File: src/rtl/cursor_pkg.sv
// Shared definitions for the cursor outline blinker: state encoding, default widths and
// the paint controller's default colours.
package cursor_pkg;

  localparam int unsigned DEF_COORD_W = 6;
  localparam int unsigned DEF_PX_W    = 8;

  localparam logic [7:0] WHITE = 8'hFF;
  localparam logic [7:0] BLACK = 8'h00;

  typedef logic [2:0] state_t;

  localparam state_t ST_IDLE   = 3'd0;
  localparam state_t ST_EDGE_R = 3'd1;
  localparam state_t ST_EDGE_D = 3'd2;
  localparam state_t ST_EDGE_L = 3'd3;
  localparam state_t ST_EDGE_U = 3'd4;
  localparam state_t ST_HOLD   = 3'd5;
  localparam state_t ST_DONE   = 3'd6;

endpackage

File: src/rtl/cursor_outline_blinker_hold_timer.sv
// Loadable down-counter that times the idle hold between outline passes.
module hold_timer #(
  parameter int unsigned CNT_W = 24
) (
  input  logic             clk,
  input  logic             rst,
  input  logic             load,
  input  logic             en,
  input  logic [CNT_W-1:0] load_val,
  output logic             zero
);

  logic [CNT_W-1:0] count_q;

  always_ff @(posedge clk) begin
    if (rst) begin
      count_q <= '0;
    end else if (load) begin
      count_q <= load_val;
    end else if (en && (count_q != '0)) begin
      count_q <= count_q - CNT_W'(1);
    end
  end

  assign zero = (count_q == '0);

endmodule

File: src/rtl/cursor_outline_blinker.sv
// Draws a square cursor outline edge by edge, then alternates on/off colour passes
// separated by programmable holds, writing pixels through a valid/ready port.
module cursor_outline_blinker
  import cursor_pkg::*;
#(
  parameter int unsigned COORD_W    = DEF_COORD_W,
  parameter int unsigned PX_W       = DEF_PX_W,
  parameter int unsigned CNT_W      = 24,
  parameter int unsigned ON_CYCLES  = 1000,
  parameter int unsigned OFF_CYCLES = 1000,
  parameter int unsigned BLINKS     = 2
) (
  input  logic               clk,
  input  logic               rst,
  input  logic               init,
  input  logic               abort,
  input  logic [COORD_W-1:0] x0,
  input  logic [COORD_W-1:0] y0,
  input  logic [COORD_W-1:0] side_len,
  input  logic [PX_W-1:0]    color_on,
  input  logic [PX_W-1:0]    color_off,
  output logic               wr_valid,
  input  logic               wr_ready,
  output logic [COORD_W-1:0] wr_x,
  output logic [COORD_W-1:0] wr_y,
  output logic [PX_W-1:0]    wr_data,
  output logic               busy,
  output logic               phase,
  output logic               done
);

  localparam int unsigned PASS_W = (BLINKS > 1) ? $clog2(BLINKS) : 1;
  // The timer counts down to zero inclusive, so load one less than the hold length.
  localparam logic [CNT_W-1:0] ON_LOAD  = (ON_CYCLES == 0) ? '0 : CNT_W'(ON_CYCLES - 1);
  localparam logic [CNT_W-1:0] OFF_LOAD = (OFF_CYCLES == 0) ? '0 : CNT_W'(OFF_CYCLES - 1);
  localparam bit ON_NONE  = (ON_CYCLES == 0);
  localparam bit OFF_NONE = (OFF_CYCLES == 0);

  state_t              state_q, state_d;
  logic                phase_q, phase_d;
  logic [PASS_W-1:0]   pass_q, pass_d;
  logic [COORD_W-1:0]  step_q, step_d;
  logic [COORD_W-1:0]  x0_q, y0_q, len_q;
  logic [PX_W-1:0]     con_q, coff_q;

  logic               latch, end_pass, xfer, last, in_edge, empty, single;
  logic               tmr_load, tmr_en, tmr_zero;
  logic [CNT_W-1:0]   tmr_load_val;
  logic [COORD_W-1:0] len_m1, px, py;

  hold_timer #(
    .CNT_W (CNT_W)
  ) u_hold_timer (
    .clk      (clk),
    .rst      (rst),
    .load     (tmr_load),
    .en       (tmr_en),
    .load_val (tmr_load_val),
    .zero     (tmr_zero)
  );

  always_comb begin
    len_m1  = len_q - COORD_W'(1);
    empty   = (len_q == '0);
    single  = (len_q == COORD_W'(1));
    in_edge = (state_q == ST_EDGE_R) || (state_q == ST_EDGE_D) ||
              (state_q == ST_EDGE_L) || (state_q == ST_EDGE_U);
    last    = single || (step_q == (len_q - COORD_W'(2)));
    px      = x0_q;
    py      = y0_q;
    case (state_q)
      ST_EDGE_R: begin px = x0_q + step_q;          py = y0_q;                   end
      ST_EDGE_D: begin px = x0_q + len_m1;          py = y0_q + step_q;          end
      ST_EDGE_L: begin px = x0_q + len_m1 - step_q; py = y0_q + len_m1;          end
      ST_EDGE_U: begin px = x0_q;                   py = y0_q + len_m1 - step_q; end
      default:   ;
    endcase
    wr_valid = in_edge && !empty;
    xfer     = wr_valid && wr_ready;
    // Payload is forced to zero when no request is pending.
    wr_x     = wr_valid ? px : '0;
    wr_y     = wr_valid ? py : '0;
    wr_data  = !wr_valid ? '0 : (phase_q ? coff_q : con_q);
    busy     = (state_q != ST_IDLE);
    phase    = phase_q;
    done     = (state_q == ST_DONE);
  end

  always_comb begin
    state_d      = state_q;
    phase_d      = phase_q;
    pass_d       = pass_q;
    step_d       = step_q;
    latch        = 1'b0;
    end_pass     = 1'b0;
    tmr_load     = 1'b0;
    tmr_en       = 1'b0;
    tmr_load_val = phase_q ? OFF_LOAD : ON_LOAD;

    case (state_q)
      ST_IDLE: begin
        if (init && !abort) begin
          latch   = 1'b1;
          state_d = ST_EDGE_R;
          phase_d = 1'b0;
          pass_d  = '0;
          step_d  = '0;
        end
      end
      ST_EDGE_R: begin
        if (empty || (xfer && single)) begin
          end_pass = 1'b1;
        end else if (xfer) begin
          if (last) begin
            state_d = ST_EDGE_D;
            step_d  = '0;
          end else begin
            step_d = step_q + COORD_W'(1);
          end
        end
      end
      ST_EDGE_D, ST_EDGE_L: begin
        if (xfer) begin
          if (last) begin
            state_d = (state_q == ST_EDGE_D) ? ST_EDGE_L : ST_EDGE_U;
            step_d  = '0;
          end else begin
            step_d = step_q + COORD_W'(1);
          end
        end
      end
      ST_EDGE_U: begin
        if (xfer) begin
          if (last) end_pass = 1'b1;
          else      step_d = step_q + COORD_W'(1);
        end
      end
      ST_HOLD: begin
        tmr_en = 1'b1;
        if (tmr_zero) begin
          state_d = ST_EDGE_R;
          phase_d = !phase_q;
          step_d  = '0;
          if (phase_q) pass_d = pass_q + PASS_W'(1);
        end
      end
      ST_DONE: begin
        state_d = ST_IDLE;
        phase_d = 1'b0;
      end
      default: state_d = ST_IDLE;
    endcase

    if (end_pass) begin
      step_d = '0;
      if (phase_q && (pass_q == PASS_W'(BLINKS - 1))) begin
        state_d = ST_DONE;
      end else if (phase_q ? OFF_NONE : ON_NONE) begin
        state_d = ST_EDGE_R;
        phase_d = !phase_q;
        if (phase_q) pass_d = pass_q + PASS_W'(1);
      end else begin
        state_d  = ST_HOLD;
        tmr_load = 1'b1;
      end
    end

    if (abort && (state_q != ST_IDLE)) begin
      state_d  = ST_IDLE;
      phase_d  = 1'b0;
      pass_d   = '0;
      step_d   = '0;
      tmr_load = 1'b0;
    end
  end

  always_ff @(posedge clk) begin
    if (rst) begin
      state_q <= ST_IDLE;
      phase_q <= 1'b0;
      pass_q  <= '0;
      step_q  <= '0;
      x0_q    <= '0;
      y0_q    <= '0;
      len_q   <= '0;
      con_q   <= '0;
      coff_q  <= '0;
    end else begin
      state_q <= state_d;
      phase_q <= phase_d;
      pass_q  <= pass_d;
      step_q  <= step_d;
      if (latch) begin
        x0_q   <= x0;
        y0_q   <= y0;
        len_q  <= side_len;
        con_q  <= color_on;
        coff_q <= color_off;
      end
    end
  end

endmodule

File: config.mk
export PLATFORM = sky130hd
export DESIGN_NAME = cursor_outline_blinker
export DESIGN_NICKNAME = d
export VERILOG_FILES = /design/src/rtl/cursor_pkg.sv /design/src/rtl/cursor_outline_blinker_hold_timer.sv /design/src/rtl/cursor_outline_blinker.sv
export SDC_FILE = /design/constraint.sdc
export NUM_CORES = 1
export LEC_CHECK = 0
export CAP_MARGIN = 30
export CORE_ASPECT_RATIO = 0.6
export CORE_MARGIN = 2
export CORE_UTILIZATION = 61
export CTS_CLUSTER_DIAMETER = 150
export DETAILED_ROUTE_END_ITERATION = 10
export PLACE_DENSITY = 0.86
export SLEW_MARGIN = 20
export SYNTH_ARGS = -nofsm -noshare
export SYNTH_HDL_FRONTEND = slang
export SYNTH_SLANG_ARGS = --single-unit
File: constraint.sdc
create_clock -name clk -period 5.5 [get_ports clk]
set_input_delay 1.1 -clock clk [delete_from_list [all_inputs] [get_ports clk]]
set_output_delay 1.1 -clock clk [all_outputs]
set_load 0.02 [all_outputs]
==> results of run 1 <==
[worst max-delay path by stage]
| stage | from | to | slack, ns | depth (start not counted) |
|---|---|---|---|---|
| after global placement | len_q[0] | wr_y[5] | 0.59 | 14 |
| after CTS | len_q[0] | wr_y[5] | 0.11 | 14 |
| final | len_q[0] | wr_x[5] | 0.23 | 14 |
| after detailed placement | len_q[0] | wr_y[5] | 0.51 | 14 |
| after floorplan | len_q[0] | wr_y[4] | 1.04 | 11 |
| after global routing | len_q[0] | wr_x[5] | 0.04 | 14 |
[state kept, by name, summed over array words and instances, names as in the netlist, 3 cells and up]
register / count
u_hold_timer.count_q: 24
coff_q: 8
len_q: 6
state_q: 3
con_q: 8
step_q: 6
y0_q: 6
x0_q: 6
[timing repair]
item | CTS | global route
endpoints found under the setup margin | 0 | 1
gates resized for setup | 0 | 2
setup buffers | 0 | 0
[placed cells by master (no fill, tap or decap), drive strengths merged, types with 5 or more instances in the layout]
cell,count
nor2,50
buf,7
o211ai,9
and2,5
nor4,5
a21oi,82
a31o,5
a21o,10
xor2,21
or3,11
nand2b,9
a211oi,10
nand3,17
dfxtp,69
o21bai,6
nand2,103
clkdlybuf4s50,61
inv,28
nand4,7
mux2i,13
nor2b,9
o31ai,10
clkbuf,9
ha,37
o21a,5
a31oi,5
or4,7
nor3,15
a22oi,6
o21ai,16
xnor2,22
fa,6
[Yosys cell counts, drive strengths merged, types with 3 or more instances]
cell	number
a211o	3
o31a	3
nand2	103
nand2b	9
a211oi	10
clkbuf	30
o21bai	6
a31oi	5
ha	37
o2111ai	4
a21o	10
buf	4
a21oi	82
nor2b	9
and3	4
o21a	5
nand4	7
a31o	5
nor4	5
o31ai	10
nand3	17
mux2i	13
a22oi	6
dfxtp	69
or3	11
xnor2	22
inv	26
nor3	15
fa	6
o21ai	16
and2	5
nor2	50
xor2	21
or4	7
o211ai	9
[power by group]
group | internal [mW] | total [mW] | switching, mW
clock network | 0.358 | 0.600 | 0.242
logic | 0.469 | 1.17 | 0.701
registers | 0.552 | 0.638 | 0.0862
[per-stage QoR]
step                power [mW]  area [µm²]   util  hold slack (ns)  setup slack [ns]
floorplan                 1.45        5210      -            0.436              1.04
global placement          1.70        5870  0.699            0.442             0.592
detailed placement        1.76        5900  0.703            0.448             0.506
CTS                       2.37        6210  0.740            0.457             0.108
global route              2.55        6210  0.740            0.482            0.0428
finish                    2.41        6210  0.740            0.454             0.226
[metal layers]
metal / vias up / part of all wire / GRT usage
li1: 2518 / - / -
met3: 36 / 0.12 / 0.0913
met2: 292 / 0.43 / 0.526
met1: 2495 / 0.44 / 0.477
met5: - / 0 / 0
met4: 0 / 0.017 / 0.107
[cells by family (layout without fill, tap and decap cells)]
logic type | after synthesis | in the layout | share of synthesized area
compound gates | 192 | 192 | 0.242
xor+xnor | 45 | 45 | 0.0810
fa+ha+maj | 43 | 43 | 0.112
buf+inv | 61 | 112 | 0.0457
flops | 69 | 69 | 0.265
mux | 13 | 13 | 0.0250
simple gates | 252 | 252 | 0.229
[worst max-delay path: stages (launching register included)]
cell and delay, ns:
dfxtp_1 0.43, inv_1 0.13, ha_1 0.29, inv_1 0.11, fa_1 0.46, a21o_1 0.18
a21oi_1 0.20, xnor2_1 0.12, ha_1 0.36, nor3_1 0.06, a31oi_1 0.14, o2111ai_1 0.14
or3_1 0.34, a31oi_1 0.22, clkdlybuf4s50_1 0.64
[layout make-up]
| type | instances | area (µm²) |
|---|---|---|
| inverters | 27 | 101 |
| multi-input cells | 545 | 3590 |
| repair buffers | 69 | 691 |
| fillers | 623 | 2180 |
| flip-flops and latches | 69 | 1380 |
| clock inverters | 7 | 83.8 |
| well taps | 112 | 140 |
| clock buffers | 9 | 225 |
==> flow_summary.toml, run 1 <==
[timing]
setup_viol = 0
grt_setup_unrepaired = "no"
period_minus_slack_ns = 5.27
final_max_slew_viol_count = 0
max_freq_ghz = 0.190
finalHoldViolCount = 0
post-route-period-util = 0.959
skew_ns = 0.00589
slew_headroom = 0.406
worst_pin_slew_ns = 0.890
fin_tns_setup_ns = 0

[synth]
yosys-top-cells-area = "dfxtp_1 (27%), ha_1 (8.9%), a21oi_1 (7.9%)"
syn-num-nets = 757
yosysWarnings = 0
syn-cell-area_mm2 = 0.00521
synth_top_area_share = 0.265
syn_inst = 675
ys_async_sr_fraction = 0
synth_seq_cells = 69
syn_area_per_cell_um2 = 7.71
synth-edff-count = 0
ys_types = 65
ys.flop_type = "dfxtp_1"
yosysTopAreaCell = "dfxtp_1"
ys_seq_area_frac = 0.265

[worst_setup_path]
end_kind = "primary output"
cp.required_ns = 4.40
r2r_cells = 6
path_max_fanout = 5
r2r_setup_slack_ns = 2.28
start_kind = "flop"
arrival_ns = 4.17
r2r-start = "state_q[1]"
r2r-end = "u_hold_timer.count_q[21]"
path_class = "flop to primary output"

[cells_and_area]
nets = 803
area_growth_pct = 19.3
finalNonFillerCells = 838
antennaDiodeCount = 0
drive_above_1_share = 0.0496

[floorplan]
die_y_um = 75.6
die_w_um = 123
start_util = 0.620
fp-row-count = 26
io-pin-count = 63
core_area_mm2 = 0.00839
die-area_mm2 = 0.00931

[cts]
root_buffer = "clkbuf_16"
clk_pin_slew_ns = 0.06
numCtsBuffers = 9
clock_path_buffers = 2
cts_htree_levels = 3
cts_tree = "built"
postCtsHoldBufs = 0
numClockSinks = 69
clock_latency_ns = 0.34

[place]
dp.cells = 822
dp_hpwl_mm = 11.4
io_buffers = 62
place.gp.congestion = 1.02

[global_routing]
grt_max_degree = 46
grt.overflow.total = 0
antenna_found_initial = 0
gr-usage-all-layers = 0.343
grt_pass1_wl_mm = 24.5
grt_pass1_vias = 4930

[worst_hold_path]
hold_end = "coff_q[0]"
holdPathStages = 2
min_path_type = "flop to flop"
hp-start = "coff_q[0]"

[drt]
drt_pass1_iterations = 7
routed_via_density = 6.37
routed_wl_mm = 15.5
drt_iter0_markers = 594
wl_per_cell_um = 18.5
vias = 5341
drc = 0
ant_nets = 0

[run]
max_cap_violations = 0

[pwr]
leakage_nw = 2.39
ir_drop_uv = 201
power.density_mw_per_mm2 = 388

[run_status]
status = "finished clean"
(Power assumes the default switching activity.)
==> inputs of run 2 (changes only) <==
--- a/config.mk
+++ b/config.mk
@@ -8,10 +8,10 @@
 export CAP_MARGIN = 30
 export CORE_ASPECT_RATIO = 0.6
 export CORE_MARGIN = 2
-export CORE_UTILIZATION = 61
+export CORE_UTILIZATION = 57
 export CTS_CLUSTER_DIAMETER = 150
 export DETAILED_ROUTE_END_ITERATION = 10
-export PLACE_DENSITY = 0.86
+export PLACE_DENSITY = 0.81
 export SLEW_MARGIN = 20
 export SYNTH_ARGS = -nofsm -noshare
 export SYNTH_HDL_FRONTEND = slang
==> constraint.sdc (replaced) <==
create_clock -name clk -period 5.69 [get_ports clk]
set_input_delay 1.138 -clock clk [delete_from_list [all_inputs] [get_ports clk]]
set_output_delay 1.138 -clock clk [all_outputs]
set_load 0.02 [all_outputs]
==> flow_summary.toml, run 2 (synthesized netlist as in run 1, its figures left out) <==
[run_status]
status = "finished clean"

[cts]
clock_latency_ns = 0.33
cts_htree_levels = 3
numCtsBuffers = 9
numClockSinks = 69
clk_pin_slew_ns = 0.06
clock_path_buffers = 2
root_buffer = "clkbuf_16"
cts_tree = "built"
cts_setup_buffers = 0
ctsResizeCount = 0
postCtsHoldBufs = 0

[timing]
post-route-period-util = 0.911
max_freq_ghz = 0.193
setup_viol = 0
setup_ws_ns = 0.507
grt_setup_unrepaired = "no"
whs_ns = 0.456
finalHoldViolCount = 0
period_minus_slack_ns = 5.18
worst_pin_slew_ns = 0.922
final_max_slew_viol_count = 0
slew_headroom = 0.381
skew_ns = 0.00898
fin_tns_setup_ns = 0

[drt]
routed_via_density = 6.38
drt_iter0_markers = 652
drt_pass1_iterations = 5
routed_wl_mm = 15.6
ant_nets = 0
vias = 5350
wl_per_cell_um = 18.6
drc = 0

[worst_setup_path]
cp.required_ns = 4.55
arrival_ns = 4.05
end_kind = "primary output"
r2r-end = "u_hold_timer.count_q[23]"
path_class = "flop to primary output"
slowest_stage = "clkdlybuf4s50_1"
r2r_cells = 7
crit_path_frequent_cell = "ha_1"
crit_buf_inv = 2
r2r-start = "state_q[0]"
r2r_setup_slack_ns = 2.52
start_kind = "flop"
cpPeakStageDelay_ns = 0.62
crit_chain = "inv_1, ha_1, xor2_1, ha_1, a21o_1, a21oi_1, xnor2_1, ha_1, a31oi_1, o2111ai_1, or3_1, a31oi_1, clkdlybuf4s50_1"
crit_family = "adder cells"
path_max_fanout = 5

[pwr]
ir_drop_uv = 246
total_power_mw = 2.37
leakage_nw = 2.41
pwr-share-comb = 0.481
swShare = 0.420
p_clk_frac = 0.263
power.density_mw_per_mm2 = 380
power.net_switching_mw = 0.996
seq_power_share = 0.257
p_int_mw = 1.38

[cells_and_area]
antennaDiodeCount = 0
final_common_cell = "nand2_1"
nets = 804
regMostFlops = "u_hold_timer.count_q"
fillers = 668
mostFrequentLayoutCells = "nand2_1 (103), a21oi_1 (82), dfxtp_1 (69)"
area_growth_pct = 19.8
largestRegisters = "u_hold_timer.count_q: 24 flops, coff_q: 8 flops, con_q: 8 flops"
largest_register_ffs = 24
drive_above_1_share = 0.0509

[floorplan]
io-pin-count = 63
fp-row-count = 26
core_area_mm2 = 0.00869
start_util = 0.599
die_y_um = 78.0
die_w_um = 127
die-area_mm2 = 0.00994

[global_routing]
gr-usage-all-layers = 0.319
grt.overflow.total = 0
grt_max_degree = 46
grt_pass1_vias = 5084
antenna_found_initial = 0
grt_pass1_wl_mm = 25.3

[worst_hold_path]
min_path_type = "flop to flop"
hold_end = "con_q[2]"
hp-start = "con_q[2]"
holdPathStages = 2

[place]
dp_hpwl_mm = 11.5
io_buffers = 62
preCtsSetupSlack_ns = 0.647
place.gp.congestion = 1.03

[run]
max_cap_violations = 0
==> run 2: area by class of cell <==
| class | instances | area, µm² | share of cell area |
|---|---|---|---|
| tap | 112 | 140 | 0.0225 |
| timing repair buffer | 70 | 698 | 0.112 |
| sequential | 69 | 1380 | 0.221 |
| multi-input combinational | 545 | 3590 | 0.575 |
| clock buffer | 9 | 225 | 0.0361 |
| inverter | 27 | 101 | 0.0162 |
| clock inverter | 7 | 105 | 0.0168 |
==> run 2: per-stage QoR <==
step	cells	cell area [µm²]	util
6_report	839	6240	0.718
5_1_grt	839	6240	0.718
4_1_cts	839	6240	0.718
3_5_place_dp	823	5910	0.680
3_3_place_gp	821	5880	0.676
2_1_floorplan	675	5210	-
==> run 2: power by group through the flow <==
| stage | clock [mW] | combinational, mW | sequential, mW |
|---|---|---|---|
| detailed placement | 0 | 1.10 | 0.616 |
| global placement | 0 | 1.06 | 0.611 |
| floorplan | 0 | 0.821 | 0.584 |
| finish | 0.623 | 1.14 | 0.609 |
| global route | 0.653 | 1.25 | 0.614 |
| CTS | 0.629 | 1.11 | 0.605 |
==> run 2: worst max-delay path by stage <==
stage                     cells after the start  startpoint       to  slack (ns)
after floorplan                              11    len_q[0]  wr_y[4]        1.20
after CTS                                    14    len_q[0]  wr_y[5]        0.26
after global placement                       14    len_q[0]  wr_y[5]        0.74
after detailed placement                     14    len_q[0]  wr_y[5]        0.65
final                                        13    len_q[0]  wr_x[5]        0.51
after global routing                         13    len_q[1]  wr_x[5]        0.29
==> run 2: layer usage <==
metal | track usage | wire [µm] | vias to the layer above | part of all wire
met5 | 0 | 0 | - | 0
met4 | 0.0714 | 126 | 0 | 0.0081
met3 | 0.0982 | 1790 | 18 | 0.11
met2 | 0.481 | 6650 | 298 | 0.43
met1 | 0.450 | 7040 | 2507 | 0.45
li1 | - | - | 2527 | -
==> run 2: worst register-to-register path, delay by kind of cell, from the launching register on <==
family / cells / cell delay (ns)
buf+inv: 1 / 0.31
simple gates: 4 / 1.70
compound gates: 2 / 0.78
flops: 1 / 0.31
==> inputs of run 3 (changes only) <==
==> constraint.sdc (replaced) <==
create_clock -name clk -period 5.69 [get_ports clk]
set_input_delay 0.8535 -clock clk [delete_from_list [all_inputs] [get_ports clk]]
set_output_delay 0.8535 -clock clk [all_outputs]
set_load 0.02 [all_outputs]
==> flow_summary.toml, run 3 (synthesized netlist as in run 1, its figures left out) <==
[timing]
slew_headroom = 0.438
fin_tns_setup_ns = 0
grt_setup_unrepaired = "no"
post-route-period-util = 0.910
skew_ns = 0.00661
worst_pin_slew_ns = 0.842
max_freq_ghz = 0.193
final_max_slew_viol_count = 0
setup_viol = 0
finalHoldViolCount = 0
setup_ws_ns = 0.510
whs_ns = 0.453
period_minus_slack_ns = 5.18

[drt]
ant_nets = 0
routed_wl_mm = 15.4
vias = 5378
wl_per_cell_um = 18.3
drc = 0
drt_iter0_markers = 681
drt_pass1_iterations = 6
routed_via_density = 6.41

[worst_setup_path]
r2r-start = "state_q[1]"
arrival_ns = 4.33
cp.required_ns = 4.84
end_kind = "primary output"
path_max_fanout = 5
path_class = "flop to primary output"
r2r_cells = 6
r2r-end = "u_hold_timer.count_q[23]"
start_kind = "flop"
r2r_setup_slack_ns = 2.37

[cts]
cts_setup_buffers = 0
ctsResizeCount = 0
numClockSinks = 69
root_buffer = "clkbuf_16"
clk_pin_slew_ns = 0.06
numCtsBuffers = 9
clock_path_buffers = 2
cts_htree_levels = 3
postCtsHoldBufs = 0
cts_tree = "built"
clock_latency_ns = 0.33

[place]
place.gp.congestion = 1.01
dp.cells = 822
preCtsSetupSlack_ns = 0.930
dp_hpwl_mm = 11.4
placed_area_mm2 = 0.00590
io_buffers = 62

[run_status]
status = "finished clean"

[cells_and_area]
mostFrequentLayoutCells = "nand2_1 (103), a21oi_1 (82), dfxtp_1 (69)"
nets = 804
area_growth_pct = 19.1
fin_area_mm2 = 0.00620
postLayoutCoreUtil = 0.714
finalNonFillerCells = 839
drive_above_1_share = 0.0509
largestRegisters = "u_hold_timer.count_q: 24 flops, coff_q: 8 flops, con_q: 8 flops"
final_common_cell = "nand2_1"
regMostFlops = "u_hold_timer.count_q"
antennaDiodeCount = 0
largest_register_ffs = 24

[pwr]
total_power_mw = 2.31
leakage_nw = 2.37
swShare = 0.425
p_clk_frac = 0.243
seq_power_share = 0.266
ir_drop_uv = 186
pwr-share-comb = 0.491
power.density_mw_per_mm2 = 373
p_int_mw = 1.33
power.net_switching_mw = 0.983

[floorplan]
start_util = 0.599
fp-row-count = 26
io-pin-count = 63
die-area_mm2 = 0.00994
die_w_um = 127
core_area_mm2 = 0.00869
die_y_um = 78.0

[global_routing]
grt_pass1_vias = 5082
grt.overflow.total = 0
grt_max_degree = 46
grt_pass1_wl_mm = 25.1
gr-usage-all-layers = 0.318
antenna_found_initial = 0

[worst_hold_path]
hp-start = "con_q[2]"
hold_end = "con_q[2]"
holdPathStages = 2
min_path_type = "flop to flop"

[run]
max_cap_violations = 0
run 3: routing by layer:
layer,part of all wire,GRT usage
met5,0,0
met4,0.015,0.0857
met3,0.12,0.0716
met2,0.42,0.484
met1,0.44,0.455
run 3: layout make-up:
cell class | instances | area (µm²)
Timing Repair Buffer | 70 | 693
Multi-Input combinational cell | 545 | 3590
Tap cell | 112 | 140
Inverter | 27 | 101
Fill cell | 680 | 2480
Clock buffer | 9 | 225
Clock inverter | 7 | 73.8
Sequential cell | 69 | 1380
run 3: worst max-delay path by stage:
stage	startpoint	endpoint	slack, ns	cells after the start
2_1_floorplan	len_q[0]	wr_y[4]	1.48	11
3_3_place_gp	len_q[0]	wr_y[5]	1.03	14
3_5_place_dp	len_q[0]	wr_y[5]	0.93	14
4_1_cts	len_q[0]	wr_y[5]	0.54	14
5_1_grt	len_q[0]	wr_y[5]	0.25	14
6_report	len_q[0]	wr_y[5]	0.51	14
run 3: critical path, stage by stage (launching register included):
cell,delay (ns)
dfxtp_1,0.42
inv_1,0.14
ha_1,0.30
inv_1,0.11
fa_1,0.45
a21o_1,0.17
a21oi_1,0.17
xnor2_1,0.17
ha_1,0.30
nor2b_1,0.17
a221oi_1,0.26
o311ai_0,0.19
or4_1,0.42
nand4_1,0.10
clkdlybuf4s50_1,0.61
run 3: power groups by stage:
stage / Combinational [mW] / Clock, mW / Sequential [mW]
2_1_floorplan: 0.821 / 0 / 0.584
3_3_place_gp: 1.05 / 0 / 0.617
3_5_place_dp: 1.09 / 0 / 0.621
4_1_cts: 1.10 / 0.565 / 0.611
5_1_grt: 1.25 / 0.586 / 0.622
6_report: 1.14 / 0.562 / 0.615
